===== src/rtl/fft_pkg.sv =====
// Shared types and constants for the spectrum front end and FFT interface.
package fft_pkg;

    localparam int FFT_N   = 16;
    localparam int SAT_MAX = 511;
    localparam int SAT_MIN = -512;

    typedef logic signed [23:0] fft_sample_t;

    typedef enum logic [1:0] {
        IDLE,
        BUSY,
        PENDING
    } fb_state_t;

endpackage


===== src/rtl/sample_conditioner.sv =====
// Combinational shift, saturate and fixed-point format of one audio sample.
module sample_conditioner
    import fft_pkg::*;
#(
    parameter int IN_W  = 16,
    parameter int SHIFT = 6
) (
    input  logic signed [IN_W-1:0] sample_i,
    output fft_sample_t            word_o
);

    logic signed [31:0] w_ext;
    logic signed [31:0] w_shift;
    logic signed [15:0] w_sat;

    always_comb begin
        w_ext   = {{(32-IN_W){sample_i[IN_W-1]}}, sample_i};
        w_shift = w_ext >>> SHIFT;
        if (w_shift > SAT_MAX) begin
            w_sat = 16'(SAT_MAX);
        end else if (w_shift < SAT_MIN) begin
            w_sat = 16'(SAT_MIN);
        end else begin
            w_sat = w_shift[15:0];
        end
        word_o = {w_sat, 8'h00};
    end

endmodule


===== src/rtl/audio_frame_buffer.sv =====
// Decimates and conditions audio samples into 16-sample frames, double-buffered
// towards the FFT with a hold bank and a sticky overrun flag.
module audio_frame_buffer
    import fft_pkg::*;
#(
    parameter int N     = FFT_N,
    parameter int IN_W  = 16,
    parameter int SHIFT = 6,
    parameter int DECIM = 1
) (
    input  logic                   clk,
    input  logic                   reset,
    input  logic signed [IN_W-1:0] sample_i,
    input  logic                   sample_valid_i,
    input  logic                   fft_done_i,
    output fft_sample_t            t_o [N],
    output logic                   new_t_o,
    output logic                   overrun_o
);

    localparam int DCW = (DECIM > 1) ? $clog2(DECIM) : 1;
    localparam int IW  = $clog2(N);

    logic [DCW-1:0] r_dcnt;
    logic [IW-1:0]  r_wr_idx;
    logic           r_frame_rdy;
    logic           r_done_q;
    fb_state_t      r_state;
    fft_sample_t    r_fill [N];
    fft_sample_t    r_hold [N];

    fft_sample_t    w_word;
    logic           w_accept;
    logic           w_done_rise;

    sample_conditioner #(
        .IN_W  (IN_W),
        .SHIFT (SHIFT)
    ) u_cond (
        .sample_i (sample_i),
        .word_o   (w_word)
    );

    assign w_accept    = sample_valid_i && (r_dcnt == '0);
    assign w_done_rise = fft_done_i && !r_done_q && !new_t_o;

    always_ff @(posedge clk) begin
        if (!reset) begin
            r_dcnt      <= '0;
            r_wr_idx    <= '0;
            r_frame_rdy <= 1'b0;
            r_done_q    <= 1'b0;
        end else begin
            r_done_q    <= fft_done_i;
            r_frame_rdy <= w_accept && (r_wr_idx == IW'(N-1));
            if (sample_valid_i) begin
                r_dcnt <= (r_dcnt == DCW'(DECIM-1)) ? '0 : r_dcnt + 1'b1;
            end
            if (w_accept) begin
                r_wr_idx <= (r_wr_idx == IW'(N-1)) ? '0 : r_wr_idx + 1'b1;
            end
        end
    end

    always_ff @(posedge clk) begin
        if (reset && w_accept) begin
            r_fill[r_wr_idx] <= w_word;
        end
    end

    // Frames are taken from r_fill one cycle after completion; a write to
    // index 0 in that same cycle lands after the copy has sampled r_fill.
    always_ff @(posedge clk) begin
        if (!reset) begin
            r_state   <= IDLE;
            t_o       <= '{default: '0};
            new_t_o   <= 1'b0;
            overrun_o <= 1'b0;
        end else begin
            new_t_o <= 1'b0;
            unique case (r_state)
                IDLE: begin
                    if (r_frame_rdy) begin
                        t_o     <= r_fill;
                        new_t_o <= 1'b1;
                        r_state <= BUSY;
                    end
                end
                BUSY: begin
                    if (r_frame_rdy && w_done_rise) begin
                        t_o     <= r_fill;
                        new_t_o <= 1'b1;
                    end else if (r_frame_rdy) begin
                        r_hold  <= r_fill;
                        r_state <= PENDING;
                    end else if (w_done_rise) begin
                        r_state <= IDLE;
                    end
                end
                PENDING: begin
                    if (w_done_rise) begin
                        t_o     <= r_hold;
                        new_t_o <= 1'b1;
                        if (r_frame_rdy) begin
                            r_hold <= r_fill;
                        end else begin
                            r_state <= BUSY;
                        end
                    end else if (r_frame_rdy) begin
                        r_hold    <= r_fill;
                        overrun_o <= 1'b1;
                    end
                end
                default: r_state <= IDLE;
            endcase
        end
    end

endmodule


===== config.mk =====
export PLATFORM = sky130hd
export DESIGN_NAME = audio_frame_buffer
export DESIGN_NICKNAME = d
export VERILOG_FILES = /design/src/rtl/fft_pkg.sv /design/src/rtl/sample_conditioner.sv /design/src/rtl/audio_frame_buffer.sv
export SDC_FILE = /design/constraint.sdc
export NUM_CORES = 1
export LEC_CHECK = 0
export CAP_MARGIN = 20
export CORE_MARGIN = 1
export CORE_UTILIZATION = 64
export DETAILED_ROUTE_END_ITERATION = 8
export PLACE_DENSITY = 0.95
export REMOVE_ABC_BUFFERS = 1
export SLEW_MARGIN = 10
export SYNTH_ARGS = -nofsm -noshare
export SYNTH_HDL_FRONTEND = slang
export SYNTH_HIERARCHICAL = 1
export SYNTH_SLANG_ARGS = --single-unit

===== constraint.sdc =====
create_clock -name clk -period 29.3 [get_ports clk]
set_input_delay 4.395 -clock clk [delete_from_list [all_inputs] [get_ports clk]]
set_output_delay 4.395 -clock clk [all_outputs]
set_load 0.01 [all_outputs]

======== Word-level counts from Yosys, hierarchy flattened ========
Index checks and enable logic that the tools add are counted.
cells by class
  add/subtract/negate cells ............... 2
  $lt $le $gt $ge ......................... 4
  equality and inequality tests ........... 9
  mux-type cells .......................... 25
  bitwise gates (word level) .............. 3
  reductions and logical operators ........ 16
operators with widths
  cell                  count
  $mux 384              5
  $pmux 384 s3          1
  $pmux 384 s2          1
  $bwmux 384            1
  $demux 24 s4          1
  $mux 16               2
  $mux 24               1
  $mux 2                6
  $gt 10x10->1 const B  1
  $lt 10x10->1 const B  1
  $ne 2x2->1 const B    5
  $logic_and 1x1->1     7
  $pmux 2 s3            1
  $reduce_and 3->1      2
  $ge 5x5->1 const B    1
  $lt 5x1->1 const B    1
  $not 4->5             1
  $reduce_and 5->1      1
  $add 4x1->4 const B   1
  $eq 4x4->1 const B    1
  $mux 1                4
  $mux 4                1
  $reduce_and 4->1      1
  $ne 3x3->1 const B    1
  other kinds (9)       11
storage, ports and cells
  bits in registers ....................... 1163
  bits of input ports ..................... 20
  output and inout port bits .............. 386
  logic and storage cells ................. 114

======== Longest topological paths before layout ========
  depth after elaboration ................. 7
  gate-level depth with buffers ........... 6

======== Modules after synthesis ========
The synthesis kept the hierarchy.
modules (own cells, without submodules)
  module              instances  cells an instance  area each (sq um)
  audio_frame_buffer  1          2201               40595.2
  sample_conditioner  1          25                 146.4

======== Least setup slack after synthesis ========
OpenSTA, ideal clock, no wires.
  kind .................................... input -> register
  from .................................... input reset
  to ...................................... register r_hold[0] (netlist name) (enable)
  setup time .............................. 0.738 ns
  data arrival time ....................... 12.653 ns
  required time ........................... 28.562 ns
  setup slack ............................. 15.909 ns
  stages on the path ...................... 4
  cells stage by stage .................... buf_2 buf_1 clkbuf_1 o211a_1
between the ends
  cells in the longest elaborated chain, start to end .. 1
ends and longest elaborated chain
  what                               line                       text
  start, declared                    audio_frame_buffer.sv:12   input logic reset,
  $reduce_and 3->1 (no source line)  -
  end signal, assigned               audio_frame_buffer.sv:94   r_hold <= r_fill;
  end signal, assigned               audio_frame_buffer.sv:105  r_hold <= r_fill;
  end signal, assigned               audio_frame_buffer.sv:110  r_hold <= r_fill;
  end, declared                      audio_frame_buffer.sv:30   fft_sample_t r_hold [N];
No other way between the ends.
A chain may end at the register's enable or synchronous reset.

======== Worst setup path in the final report ========
  from .................................... input fft_done_i
  to ...................................... register t_o[59] (netlist name)
between the ends
  cells in the longest elaborated chain, start to end .. 5
  elaborated cells on any way between the ends .. 6
  classes of those cells .................. 2 x eq/ne; 4 x reduce/logical
ends and longest elaborated chain
  what                                 line                       text
  start, declared                      audio_frame_buffer.sv:15   input logic fft_done_i,
  $logic_and 1x1->1 * (2 in series)    audio_frame_buffer.sv:45   assign w_done_rise = fft_done_i && !r_done_q && !new_t_o;
  $logic_and 1x1->1                    audio_frame_buffer.sv:90   if (r_frame_rdy && w_done_rise) begin
  $ne 2x2->1 (no source line)          -
  $reduce_and 4->1 (no source line) *  -
  end signal, assigned                 audio_frame_buffer.sv:84   t_o <= r_fill;
  end signal, assigned                 audio_frame_buffer.sv:91   t_o <= r_fill;
  end signal, assigned                 audio_frame_buffer.sv:102  t_o <= r_hold;
  end, declared                        audio_frame_buffer.sv:16   output fft_sample_t t_o [N],
Mark *: on every way between the ends. The rest lies on a longest branch, timed or not.

==> flow_summary.toml <==
[status]
status = "completed"

[floorplanning]
core_area_um2 = 63000
io_pins = 406
die_area_um2 = 64700
start_util_pct = 64.7
dieHeight_um = 254
die_x_um = 254
rows = 92

[route]
drt-pass1-iter-count = 5
vias = 25000
drc = 0
wl_per_cell_um = 31.7
routed_wirelength_mm = 110
drtAntennaViolNets = 0
drt_first_iter_violations = 3396
avgViaCountPerCell = 7.21

[clocking]
ctsResizeCount = 0
tritoncts = "yes"
h-tree-depth = 3
clk_latency_ps = 660
postCtsHoldBufs = 0
cts_made_buffers = 107
cts-root-buf = "clkbuf_16"
max-clock-path-buffers = 3
postCtsSetupBuffers = 0
cts_sinks = 1162
clk_pin_slew_worst_paths_ps = 60

[placed_design]
dpl.hpwl_mm = 55.5
placed_cell_area_um2 = 45100
numPortBuffers = 399
dp_cells = 3270
gp_congestion = 0.777

[finish]
mostFrequentLayoutCells = "768 x edfxtp_1, 672 x o221a_2, 397 x clkdlybuf4s50_1"
mostFrequentLayoutCell = "edfxtp_1"
final_net_count = 2559
multiInputGateArea_um2 = 8840
fin_area_um2 = 48700
drive_above_1_share_pct = 34.0
fillerInstances = 3076
area_growth_pct = 19.6
seqCellArea_um2 = 30900
final_cells = 3474

[yosys]
synthMuxAreaShare_pct = 0.0246
synth_area_um2 = 40700
synth_xor_xnor_area_share_pct = 0.0215
synth_area_leaders = "edfxtp_1 57%, dfxtp_1 19%, o221a_2 19%"
async_flop_share_pct = 0
synth_compound_area_share_pct = 20.6
synthAdderAreaFrac_pct = 0.123
synth_edf_count = 768
synth_top_area_share_pct = 56.6
syn_area_per_cell_um2 = 18.3
synth_top_family_by_area = "compound AO/OA/AOI/OAI gates"
ys_seq_area_share_pct = 76.0
yosys.area.top_type = "edfxtp_1"
synth_cell_type_count = 31
syn_inst = 2226
synthFlopType = "edfxtp_1"
ys_ff_latch = 1162
synthSimpleGateAreaFrac_pct = 0.648
yosysWarnings = 6

[sta]
clock_skew_ps = 26.7
period_share_pct = 26.7
slew_headroom_pct = 7.54
rsz0062_at_grt = "no"
finalSetupViolCount = 0
finalSetupTns_ps = 0
hold_viol = 0
slew_violations = 0
max_freq_mhz = 128
fin_crit_ps = 7820
worst_pin_slew_ps = 1390

[grt]
grt_max_degree = 214
gr-total-overflow = 0
gr-usage-all-layers_pct = 33.2
antenna_found_initial = 1
grt_pass1_vias = 25100
grt_pass1_wl_mm = 161

[worst_setup_path]
end_kind = "flip-flop"
crit_path_start_kind = "input pin"
arrival_ps = 8390
cpMaxStageDelayCell = "buf_4"
cp.buffers_inverters = 2
crit_chain = "clkdlybuf4s50_1, nor3b_2, nand2_4, nand2_4, buf_4, o221a_2"
crit_top_cell = "nand2_4"
cp.required_ps = 29880
worstPathMaxFanout = 92
max_stage_delay_ps = 950
crit_family = "simple AND/OR/NAND/NOR gates"
critPathKind = "in -> reg"

[flow_run]
drv_cap = 0

[power]
pwr_density_cell_nw_per_um2 = 66.3
power_leakage_nw = 15.9
peakVddDrop_uv = 83.2

[worst_hold_path]
hp-class = "reg -> reg"
==> synth_stat cells, types with 5 or more instances <==
| cell | number |
|---|---|
| edfxtp_1 | 768 |
| o221a_2 | 672 |
| dfxtp_1 | 394 |
| clkbuf_1 | 110 |
| buf_2 | 98 |
| o21a_1 | 81 |
| and2_1 | 19 |
| o221a_1 | 15 |
| buf_4 | 14 |
| nand2_1 | 8 |
| nor2_1 | 6 |
| buf_1 | 5 |
==> where the power goes <==
group          internal, mW  switching [mW]  total, mW  leakage [nW]
logic                0.0309          0.0345     0.0654          4.10
registers              1.74         0.00208       1.74          10.1
clock network         0.790           0.633       1.42          1.76
==> stage by stage <==
stage               power (mW)  utilization, %  setup slack (ps)  hold WS [ps]
detailed placement        1.84            71.6             20700           438
finish                    3.23            77.4             21480           452
global placement          1.83            71.5             20700           432
CTS                       3.23            77.3             21350           451
floorplan                 1.81               -              6450           427
global route              3.30            77.4             21370           461
==> state kept, by name, indices dropped and copies added (netlist names) <==
register,count
r_fill,384
r_hold,384
t_o,384
r_wr_idx,4
r_state,2
new_t_o,1
overrun_o,1
r_done_q,1
r_frame_rdy,1
==> layout make-up <==
| type | instances | area share (%) |
|---|---|---|
| antenna | 1 | 0.00514 |
| clock buffer | 136 | 5.97 |
| clock inverter | 65 | 1.39 |
| inverter | 4 | 0.0308 |
| multi-input combinational | 840 | 18.2 |
| sequential | 1162 | 63.5 |
| tap | 846 | 2.17 |
| timing repair buffer | 420 | 8.75 |
==> path summary, 6_finish.rpt <==
kind              slack (ps)         from  cells after the start          end
setup / recovery       21480   fft_done_i                      6      t_o[59]
hold / removal           450  r_fill[338]                      0  r_hold[338]
setup reg to reg       25240   r_state[1]                      5   r_hold[69]
hold reg to reg          450  r_fill[338]                      0  r_hold[338]
==> cells by family after synthesis <==
kind of cell / count (synthesis)
AO/OA/AOI/OAI: 779
XOR/XNOR: 1
adder cells (fa/ha/maj): 4
buffers and inverters: 231
flip-flops: 1162
multiplexers: 1
other: 1
AND/OR/NAND/NOR: 47
==> layer usage <==
layer / up-vias / track usage (%) / wire length [µm] / part of all wire [%]
met4: 0 / 16.0 / 5350 / 4.9
met1: 12900 / 42.7 / 39500 / 36
met3: 292 / 7.76 / 10600 / 9.6
met5: - / 0 / 0 / 0
met2: 1684 / 53.7 / 54600 / 50
li1: 10200 / - / - / -
No activity file was read; power rests on OpenSTA's default activity.
